### config.mk
export PLATFORM = sky130hd
export DESIGN_NAME = mem_stage_lsu
export DESIGN_NICKNAME = d
export VERILOG_FILES = /design/src/rtl/mem_stage_lsu_pkg.sv /design/src/rtl/mem_stage_lsu_align.sv /design/src/rtl/mem_stage_lsu.sv
export SDC_FILE = /design/constraint.sdc
export NUM_CORES = 1
export LEC_CHECK = 0
export CELL_PAD_IN_SITES_DETAIL_PLACEMENT = 1
export CELL_PAD_IN_SITES_GLOBAL_PLACEMENT = 1
export CORE_MARGIN = 2
export CORE_UTILIZATION = 35
export CTS_CLUSTER_SIZE = 12
export DETAILED_ROUTE_END_ITERATION = 8
export PLACE_DENSITY_LB_ADDON = 0.1
export SLEW_MARGIN = 20
export SYNTH_ARGS = -nofsm -noshare
export SYNTH_HDL_FRONTEND = slang
export SYNTH_HIERARCHICAL = 1
export SYNTH_SLANG_ARGS = --single-unit
### constraint.sdc
create_clock -name clk -period 3 [get_ports clk]
set_input_delay 0.6 -clock clk [delete_from_list [all_inputs] [get_ports clk]]
set_output_delay 0.6 -clock clk [all_outputs]
set_load 0.03 [all_outputs]
### src/rtl/mem_stage_lsu_pkg.sv
// Shared definitions for the MEM-stage load/store unit.
// Holds the datapath width defaults, the RV32I load/store funct3 codes,
// the FSM state encoding and two small decode helpers: width legality
// and natural alignment.
package mem_stage_lsu_pkg;

  localparam int LSU_DATA_WIDTH = 32;
  localparam int LSU_ADDR_WIDTH = 32;
  localparam int LSU_RD_WIDTH   = 5;

  localparam logic [2:0] F3_B  = 3'b000;
  localparam logic [2:0] F3_H  = 3'b001;
  localparam logic [2:0] F3_W  = 3'b010;
  localparam logic [2:0] F3_BU = 3'b100;
  localparam logic [2:0] F3_HU = 3'b101;

  typedef enum logic [0:0] {
    ST_IDLE     = 1'b0,
    ST_WAIT_ACK = 1'b1
  } lsu_state_e;

  // A width code is legal only for exactly one of load/store, and stores
  // have no unsigned variants.
  function automatic logic lsu_width_ok(input logic       is_load,
                                        input logic       is_store,
                                        input logic [2:0] funct3);
    logic ok;
    ok = 1'b0;
    if (is_load && is_store) begin
      ok = 1'b0;
    end else if (is_store) begin
      case (funct3)
        F3_B, F3_H, F3_W: ok = 1'b1;
        default:          ok = 1'b0;
      endcase
    end else if (is_load) begin
      case (funct3)
        F3_B, F3_H, F3_W, F3_BU, F3_HU: ok = 1'b1;
        default:                        ok = 1'b0;
      endcase
    end else begin
      ok = 1'b0;
    end
    return ok;
  endfunction

  // funct3[1:0] carries the access size for both signed and unsigned codes.
  function automatic logic lsu_misaligned(input logic [2:0] funct3,
                                          input logic [1:0] off);
    logic mis;
    case (funct3[1:0])
      2'b01:   mis = off[0];
      2'b10:   mis = (off != 2'b00);
      default: mis = 1'b0;
    endcase
    return mis;
  endfunction

endpackage

### src/rtl/mem_stage_lsu_align.sv
// Byte-lane alignment for 32-bit load/store traffic (purely combinational).
// Ports:
//   addr_lo    - byte offset within the word (addr[1:0])
//   funct3     - RV32I load/store width code
//   store_data - rs2 value to be stored
//   rdata      - word returned by memory
//   wstrb      - byte write strobes for the store
//   wdata      - store data replicated across all lanes
//   load_data  - selected and sign/zero-extended load result
module mem_stage_lsu_align
  import mem_stage_lsu_pkg::*;
(
  input  logic [1:0]  addr_lo,
  input  logic [2:0]  funct3,
  input  logic [31:0] store_data,
  input  logic [31:0] rdata,
  output logic [3:0]  wstrb,
  output logic [31:0] wdata,
  output logic [31:0] load_data
);

  logic [7:0]  byte_s;
  logic [15:0] half_s;

  // Store strobes and lane replication; memory picks the lanes via wstrb.
  always_comb begin
    wstrb = 4'b0000;
    wdata = store_data;
    case (funct3[1:0])
      2'b00: begin
        wstrb = 4'b0001 << addr_lo;
        wdata = {4{store_data[7:0]}};
      end
      2'b01: begin
        if (addr_lo[1]) begin
          wstrb = 4'b1100;
        end else begin
          wstrb = 4'b0011;
        end
        wdata = {2{store_data[15:0]}};
      end
      2'b10: begin
        wstrb = 4'b1111;
        wdata = store_data;
      end
      default: begin
        wstrb = 4'b0000;
        wdata = store_data;
      end
    endcase
  end

  // Pick the addressed byte and halfword out of the read word.
  always_comb begin
    case (addr_lo)
      2'b00:   byte_s = rdata[7:0];
      2'b01:   byte_s = rdata[15:8];
      2'b10:   byte_s = rdata[23:16];
      2'b11:   byte_s = rdata[31:24];
      default: byte_s = 8'h00;
    endcase
    if (addr_lo[1]) begin
      half_s = rdata[31:16];
    end else begin
      half_s = rdata[15:0];
    end
  end

  // Sign- or zero-extend the selected lane to a full register value.
  always_comb begin
    case (funct3)
      F3_B:    load_data = {{24{byte_s[7]}}, byte_s};
      F3_H:    load_data = {{16{half_s[15]}}, half_s};
      F3_W:    load_data = rdata;
      F3_BU:   load_data = {24'h000000, byte_s};
      F3_HU:   load_data = {16'h0000, half_s};
      default: load_data = 32'h0000_0000;
    endcase
  end

endmodule

### src/rtl/mem_stage_lsu.sv
// MEM pipeline stage: runs RV32I loads/stores on a req/ack memory port and
// produces a registered writeback bundle.
// Ports:
//   clk, rst_n            - clock, asynchronous active-low reset
//   ex_*                  - EX bundle (valid, load/store, funct3, address/ALU
//                           result, store data, rd, write enable)
//   flush                 - suppress writeback/exception of the bundle in flight
//   stall                 - upstream must hold its bundle (accept cycle + wait)
//   mem_req/we/addr/wstrb/wdata, mem_ack/rdata - data-memory handshake
//   wb_valid/write/reg/data - writeback bundle (one-cycle pulse)
//   mem_exc               - misaligned/illegal access pulse
module mem_stage_lsu
  import mem_stage_lsu_pkg::*;
#(
  parameter int DATA_WIDTH = LSU_DATA_WIDTH,
  parameter int ADDR_WIDTH = LSU_ADDR_WIDTH,
  parameter int RD_WIDTH   = LSU_RD_WIDTH
) (
  input  logic                  clk,
  input  logic                  rst_n,
  input  logic                  ex_valid,
  input  logic                  ex_load,
  input  logic                  ex_store,
  input  logic [2:0]            ex_funct3,
  input  logic [DATA_WIDTH-1:0] ex_alu_result,
  input  logic [DATA_WIDTH-1:0] ex_store_data,
  input  logic [RD_WIDTH-1:0]   ex_rd,
  input  logic                  ex_write_reg,
  input  logic                  flush,
  output logic                  stall,
  output logic                  mem_req,
  output logic                  mem_we,
  output logic [ADDR_WIDTH-1:0] mem_addr,
  output logic [3:0]            mem_wstrb,
  output logic [DATA_WIDTH-1:0] mem_wdata,
  input  logic                  mem_ack,
  input  logic [DATA_WIDTH-1:0] mem_rdata,
  output logic                  wb_valid,
  output logic                  wb_write,
  output logic [RD_WIDTH-1:0]   wb_reg,
  output logic [DATA_WIDTH-1:0] wb_data,
  output logic                  mem_exc
);

  lsu_state_e state_r, state_nxt_s;

  logic mem_op_s, legal_s, accept_s, exc_s, pass_s, done_s, stall_s;

  logic [1:0]            al_off_s;
  logic [2:0]            al_f3_s;
  logic [3:0]            al_wstrb_s;
  logic [DATA_WIDTH-1:0] al_wdata_s, al_load_s;

  logic                  mem_req_r, mem_we_r;
  logic [ADDR_WIDTH-1:0] mem_addr_r;
  logic [3:0]            mem_wstrb_r;
  logic [DATA_WIDTH-1:0] mem_wdata_r;

  // Per-access context kept for the load extraction at ack time.
  logic [2:0]            acc_f3_r;
  logic [1:0]            acc_off_r;
  logic [RD_WIDTH-1:0]   acc_rd_r;
  logic                  acc_write_r, acc_load_r, acc_flushed_r;

  logic                  wb_valid_r, wb_write_r, mem_exc_r;
  logic [RD_WIDTH-1:0]   wb_reg_r;
  logic [DATA_WIDTH-1:0] wb_data_r;

  // Next-state decode and classification of the incoming EX bundle.
  always_comb begin
    mem_op_s    = ex_load | ex_store;
    legal_s     = lsu_width_ok(ex_load, ex_store, ex_funct3) &&
                  !lsu_misaligned(ex_funct3, ex_alu_result[1:0]);
    state_nxt_s = state_r;
    accept_s    = 1'b0;
    exc_s       = 1'b0;
    pass_s      = 1'b0;
    done_s      = 1'b0;
    case (state_r)
      ST_IDLE: begin
        if (ex_valid) begin
          if (!mem_op_s) begin
            pass_s = 1'b1;
          end else if (legal_s) begin
            accept_s    = 1'b1;
            state_nxt_s = ST_WAIT_ACK;
          end else begin
            exc_s = 1'b1;
          end
        end else begin
          state_nxt_s = ST_IDLE;
        end
      end
      ST_WAIT_ACK: begin
        if (mem_ack) begin
          done_s      = 1'b1;
          state_nxt_s = ST_IDLE;
        end else begin
          state_nxt_s = ST_WAIT_ACK;
        end
      end
      default: begin
        state_nxt_s = ST_IDLE;
      end
    endcase
    // Combinational so upstream holds on the very cycle the access is taken.
    stall_s = (state_r == ST_WAIT_ACK) || accept_s;
  end

  // The single aligner serves the store path from the live EX bundle while
  // idle and the load path from the latched context while waiting for ack.
  always_comb begin
    if (state_r == ST_WAIT_ACK) begin
      al_off_s = acc_off_r;
      al_f3_s  = acc_f3_r;
    end else begin
      al_off_s = ex_alu_result[1:0];
      al_f3_s  = ex_funct3;
    end
  end

  mem_stage_lsu_align u_align (
    .addr_lo    (al_off_s),
    .funct3     (al_f3_s),
    .store_data (ex_store_data),
    .rdata      (mem_rdata),
    .wstrb      (al_wstrb_s),
    .wdata      (al_wdata_s),
    .load_data  (al_load_s)
  );

  // FSM state register.
  always_ff @(posedge clk or negedge rst_n) begin
    if (!rst_n) begin
      state_r <= ST_IDLE;
    end else begin
      state_r <= state_nxt_s;
    end
  end

  // Memory request, access context and writeback registers.
  always_ff @(posedge clk or negedge rst_n) begin
    if (!rst_n) begin
      mem_req_r     <= 1'b0;
      mem_we_r      <= 1'b0;
      mem_addr_r    <= {ADDR_WIDTH{1'b0}};
      mem_wstrb_r   <= 4'b0000;
      mem_wdata_r   <= {DATA_WIDTH{1'b0}};
      acc_f3_r      <= 3'b000;
      acc_off_r     <= 2'b00;
      acc_rd_r      <= {RD_WIDTH{1'b0}};
      acc_write_r   <= 1'b0;
      acc_load_r    <= 1'b0;
      acc_flushed_r <= 1'b0;
      wb_valid_r    <= 1'b0;
      wb_write_r    <= 1'b0;
      wb_reg_r      <= {RD_WIDTH{1'b0}};
      wb_data_r     <= {DATA_WIDTH{1'b0}};
      mem_exc_r     <= 1'b0;
    end else begin
      // Writeback and exception are single-cycle pulses.
      wb_valid_r <= 1'b0;
      wb_write_r <= 1'b0;
      mem_exc_r  <= 1'b0;
      if (pass_s) begin
        wb_valid_r <= !flush;
        wb_write_r <= !flush && ex_write_reg && (ex_rd != {RD_WIDTH{1'b0}});
        wb_reg_r   <= ex_rd;
        wb_data_r  <= ex_alu_result;
      end else if (accept_s) begin
        mem_req_r     <= 1'b1;
        mem_we_r      <= ex_store;
        mem_addr_r    <= {ex_alu_result[ADDR_WIDTH-1:2], 2'b00};
        mem_wstrb_r   <= ex_store ? al_wstrb_s : 4'b0000;
        mem_wdata_r   <= ex_store ? al_wdata_s : {DATA_WIDTH{1'b0}};
        acc_f3_r      <= ex_funct3;
        acc_off_r     <= ex_alu_result[1:0];
        acc_rd_r      <= ex_rd;
        acc_write_r   <= ex_write_reg && (ex_rd != {RD_WIDTH{1'b0}});
        acc_load_r    <= ex_load;
        acc_flushed_r <= flush;
      end else if (exc_s) begin
        mem_exc_r <= !flush;
      end else if (done_s) begin
        mem_req_r   <= 1'b0;
        mem_we_r    <= 1'b0;
        mem_wstrb_r <= 4'b0000;
        if (acc_load_r) begin
          // A flush anywhere in the access kills the writeback, not the access.
          wb_valid_r <= !(acc_flushed_r || flush);
          wb_write_r <= !(acc_flushed_r || flush) && acc_write_r;
          wb_reg_r   <= acc_rd_r;
          wb_data_r  <= al_load_s;
        end else begin
          wb_valid_r <= 1'b0;
        end
      end else if ((state_r == ST_WAIT_ACK) && flush) begin
        acc_flushed_r <= 1'b1;
      end else begin
        acc_flushed_r <= acc_flushed_r;
      end
    end
  end

  assign stall     = stall_s;
  assign mem_req   = mem_req_r;
  assign mem_we    = mem_we_r;
  assign mem_addr  = mem_addr_r;
  assign mem_wstrb = mem_wstrb_r;
  assign mem_wdata = mem_wdata_r;
  assign wb_valid  = wb_valid_r;
  assign wb_write  = wb_write_r;
  assign wb_reg    = wb_reg_r;
  assign wb_data   = wb_data_r;
  assign mem_exc   = mem_exc_r;

endmodule

==> impl_metrics.env <==
export IMPL_crit_path_max_incr_delay_ps=470
export IMPL_gp_congestion=0.853
export IMPL_max_clock_freq_ghz=0.346
export IMPL_crit_type="in -> out"
export IMPL_cts_setup_buffers=0
export IMPL_cp_num_buf_inv=3
export IMPL_worst_r2r_setup_slack_ps=740
export IMPL_cts_tree="built"
export IMPL_synthDistinctLibCells=42
export IMPL_postCtsHoldBufs=0
export IMPL_overflow=0
export IMPL_synth_seq_cells=122
export IMPL_hold_class="in -> async"
export IMPL_cp_common_cell="o21bai_1"
export IMPL_dieHeight_um=141
export IMPL_synth_edf_count=0
export IMPL_grt_pass1_vias=5931
export IMPL_r2r_start="state_r"
export IMPL_cap_viol_max_count=0
export IMPL_drc=0
export IMPL_status="finished clean"
export IMPL_via_per_inst=5.01
export IMPL_area_delta_synth_final_pct=45.5
export IMPL_clkLatencyLatePin_ps=420
export IMPL_clock_sinks=122
export IMPL_portBuffers=220
export IMPL_cp_required_ps=2400
export IMPL_arrival_ps=2290
export IMPL_layout_min_cycle_time_ps=2890
export IMPL_vias=5340
export IMPL_synth_avg_cell_area_um2=10.9
export IMPL_rsz0062_at_grt="no"
export IMPL_vdd_drop_max_mv=0.388
export IMPL_setup_ws_ps=110
export IMPL_final_cell_mix="clkdlybuf4s50_1 (218), dfrtp_1 (122), nand2_1 (97)"
export IMPL_ys_warn_count=6
export IMPL_finalNetCount=935
export IMPL_routedWlPerCell_um=19.7
export IMPL_synthArstFlopShare_pct=100
export IMPL_dieArea_um2=19900
export IMPL_place_ws_ps=-47.3
export IMPL_reg2reg_depth=6
export IMPL_grt_pass1_wl_mm=33.2
export IMPL_grtUsageTotal_pct=21.6
export IMPL_final_common_cell="clkdlybuf4s50_1"
export IMPL_ctsResizeCount=0
export IMPL_yosys_top_cells_area="dfrtp_1 (47%), mux2i_1 (12%), nand2_1 (5.5%)"
export IMPL_antenna_found_initial=0
export IMPL_root_buffer="clkbuf_16"
export IMPL_dieWidth_um=141
export IMPL_clk_path_buf_depth=2
export IMPL_grt_max_degree=64
export IMPL_wl_mm=21.0
export IMPL_timing_rr_end="wb_data[5]"
export IMPL_ant_nets=0
export IMPL_cts_made_buffers=17
export IMPL_io_pins=223
export IMPL_leakagePower_nw=4.24
export IMPL_synth_main_ff_cell="dfrtp_1"
export IMPL_cpMaxStageDelayCell="clkdlybuf4s50_1"
export IMPL_finalHoldViolCount=0
export IMPL_fp_row_count=50
export IMPL_worstSetupStartpointType="input port"
export IMPL_cp_max_fo=5
export IMPL_clock_skew_ps=9.16
export IMPL_synth_yosys_seq_area_share_pct=46.5
export IMPL_dp_hpwl_mm=15.8
export IMPL_end_kind="output pin"
export IMPL_drt_pass1_iterations=4
export IMPL_diodes=0
export IMPL_netlist_instances=605
export IMPL_power_density_nw_per_um2=826
export IMPL_start_util_pct=35.3
export IMPL_setup_violations=0
export IMPL_cts_htree_levels=4
export IMPL_coreArea_um2=18600
export IMPL_synth_top_area_share_pct=46.5
export IMPL_drive_gt1_share_pct=13.7
export IMPL_worst_slew_pin_slew_ps=839
export IMPL_final_max_slew_viol_count=0
export IMPL_crit_family="buffers and inverters"
export IMPL_post_route_period_util_pct=96.3
export IMPL_worstPathCellList="clkdlybuf4s50_1 > inv_1 > ha_1 > o21bai_1 > a221o_1 > o21bai_1 > buf_4"
export IMPL_maxSlewHeadroom_pct=44.0
export IMPL_yosys_area_top_type="dfrtp_1"
export IMPL_syn_cell_area_um2=6570
export IMPL_drt_iter0_drc=236
export IMPL_clk_pin_slew_ps=50
export IMPL_hold_ws_ps=208
power by group:
part	internal, mW	total (mW)	switching (mW)
logic	1.53	3.40	1.87
clock network	1.24	1.97	0.735
registers	2.20	2.52	0.322
total	4.96	7.89	2.92
cell type report:
| cell class | count | area (µm²) |
|---|---|---|
| clock buffers | 24 | 502 |
| clock inverters | 7 | 65.1 |
| fillers | 2003 | 9030 |
| inverters | 28 | 105 |
| multi-input cells | 405 | 3070 |
| flip-flops and latches | 122 | 3050 |
| well taps | 234 | 293 |
| repair buffers | 246 | 2470 |
cell families after synthesis:
kind of cell | after synthesis | synth area share (%)
multiplexers | 156 | 26.5
adder cells (fa/ha/maj) | 3 | 0.572
buffers and inverters | 79 | 7.22
AO/OA/AOI/OAI | 96 | 8.86
flip-flops | 122 | 46.5
other | 1 | 0.0571
AND/OR/NAND/NOR | 147 | 10.1
XOR/XNOR | 1 | 0.133
routing by layer:
metal  global-route usage (%)  vias to the layer above  routed length (µm)
met5                        0                        -                   0
met1                     27.0                     2631                8850
li1                         -                     2490                   -
met4                     7.37                        0                 446
met2                     36.0                      191               10200
met3                     6.39                       28                1520
synth_stat cells (15+ instances only):
cell / number
inv_1: 28
mux2_2: 28
a221o_1: 15
clkbuf_1: 15
mux2_1: 30
o21ai_0: 68
nor2b_1: 18
dfrtp_1: 122
mux2i_1: 78
mux2_4: 18
nand2_1: 97
through the flow:
step           utilization (%)  instance area (µm²)  power (mW)  std cells  TNS (ps)
2_1_floorplan                -                 6570        4.40        606         0
3_3_place_gp              48.4                 8980        5.87       1035         0
6_report                  51.4                 9550        7.89       1066         0
3_5_place_dp              48.4                 8980        5.97       1035      -125
4_1_cts                   51.4                 9550        7.99       1066         0
5_1_grt                   51.4                 9550        8.30       1066         0
worst max path at each step:
stage | from | to | cells past startpoint | slack, ps
2_1_floorplan | ex_store | stall | 4 | 590
3_3_place_gp | ex_funct3[1] | mem_wdata[3] | 10 | 80
3_5_place_dp | ex_funct3[1] | mem_wdata[4] | 10 | -50
4_1_cts | ex_funct3[1] | stall | 7 | 70
5_1_grt | ex_funct3[1] | stall | 7 | 10
6_report | ex_funct3[1] | stall | 7 | 110
Power figures use the tool's default switching activity.
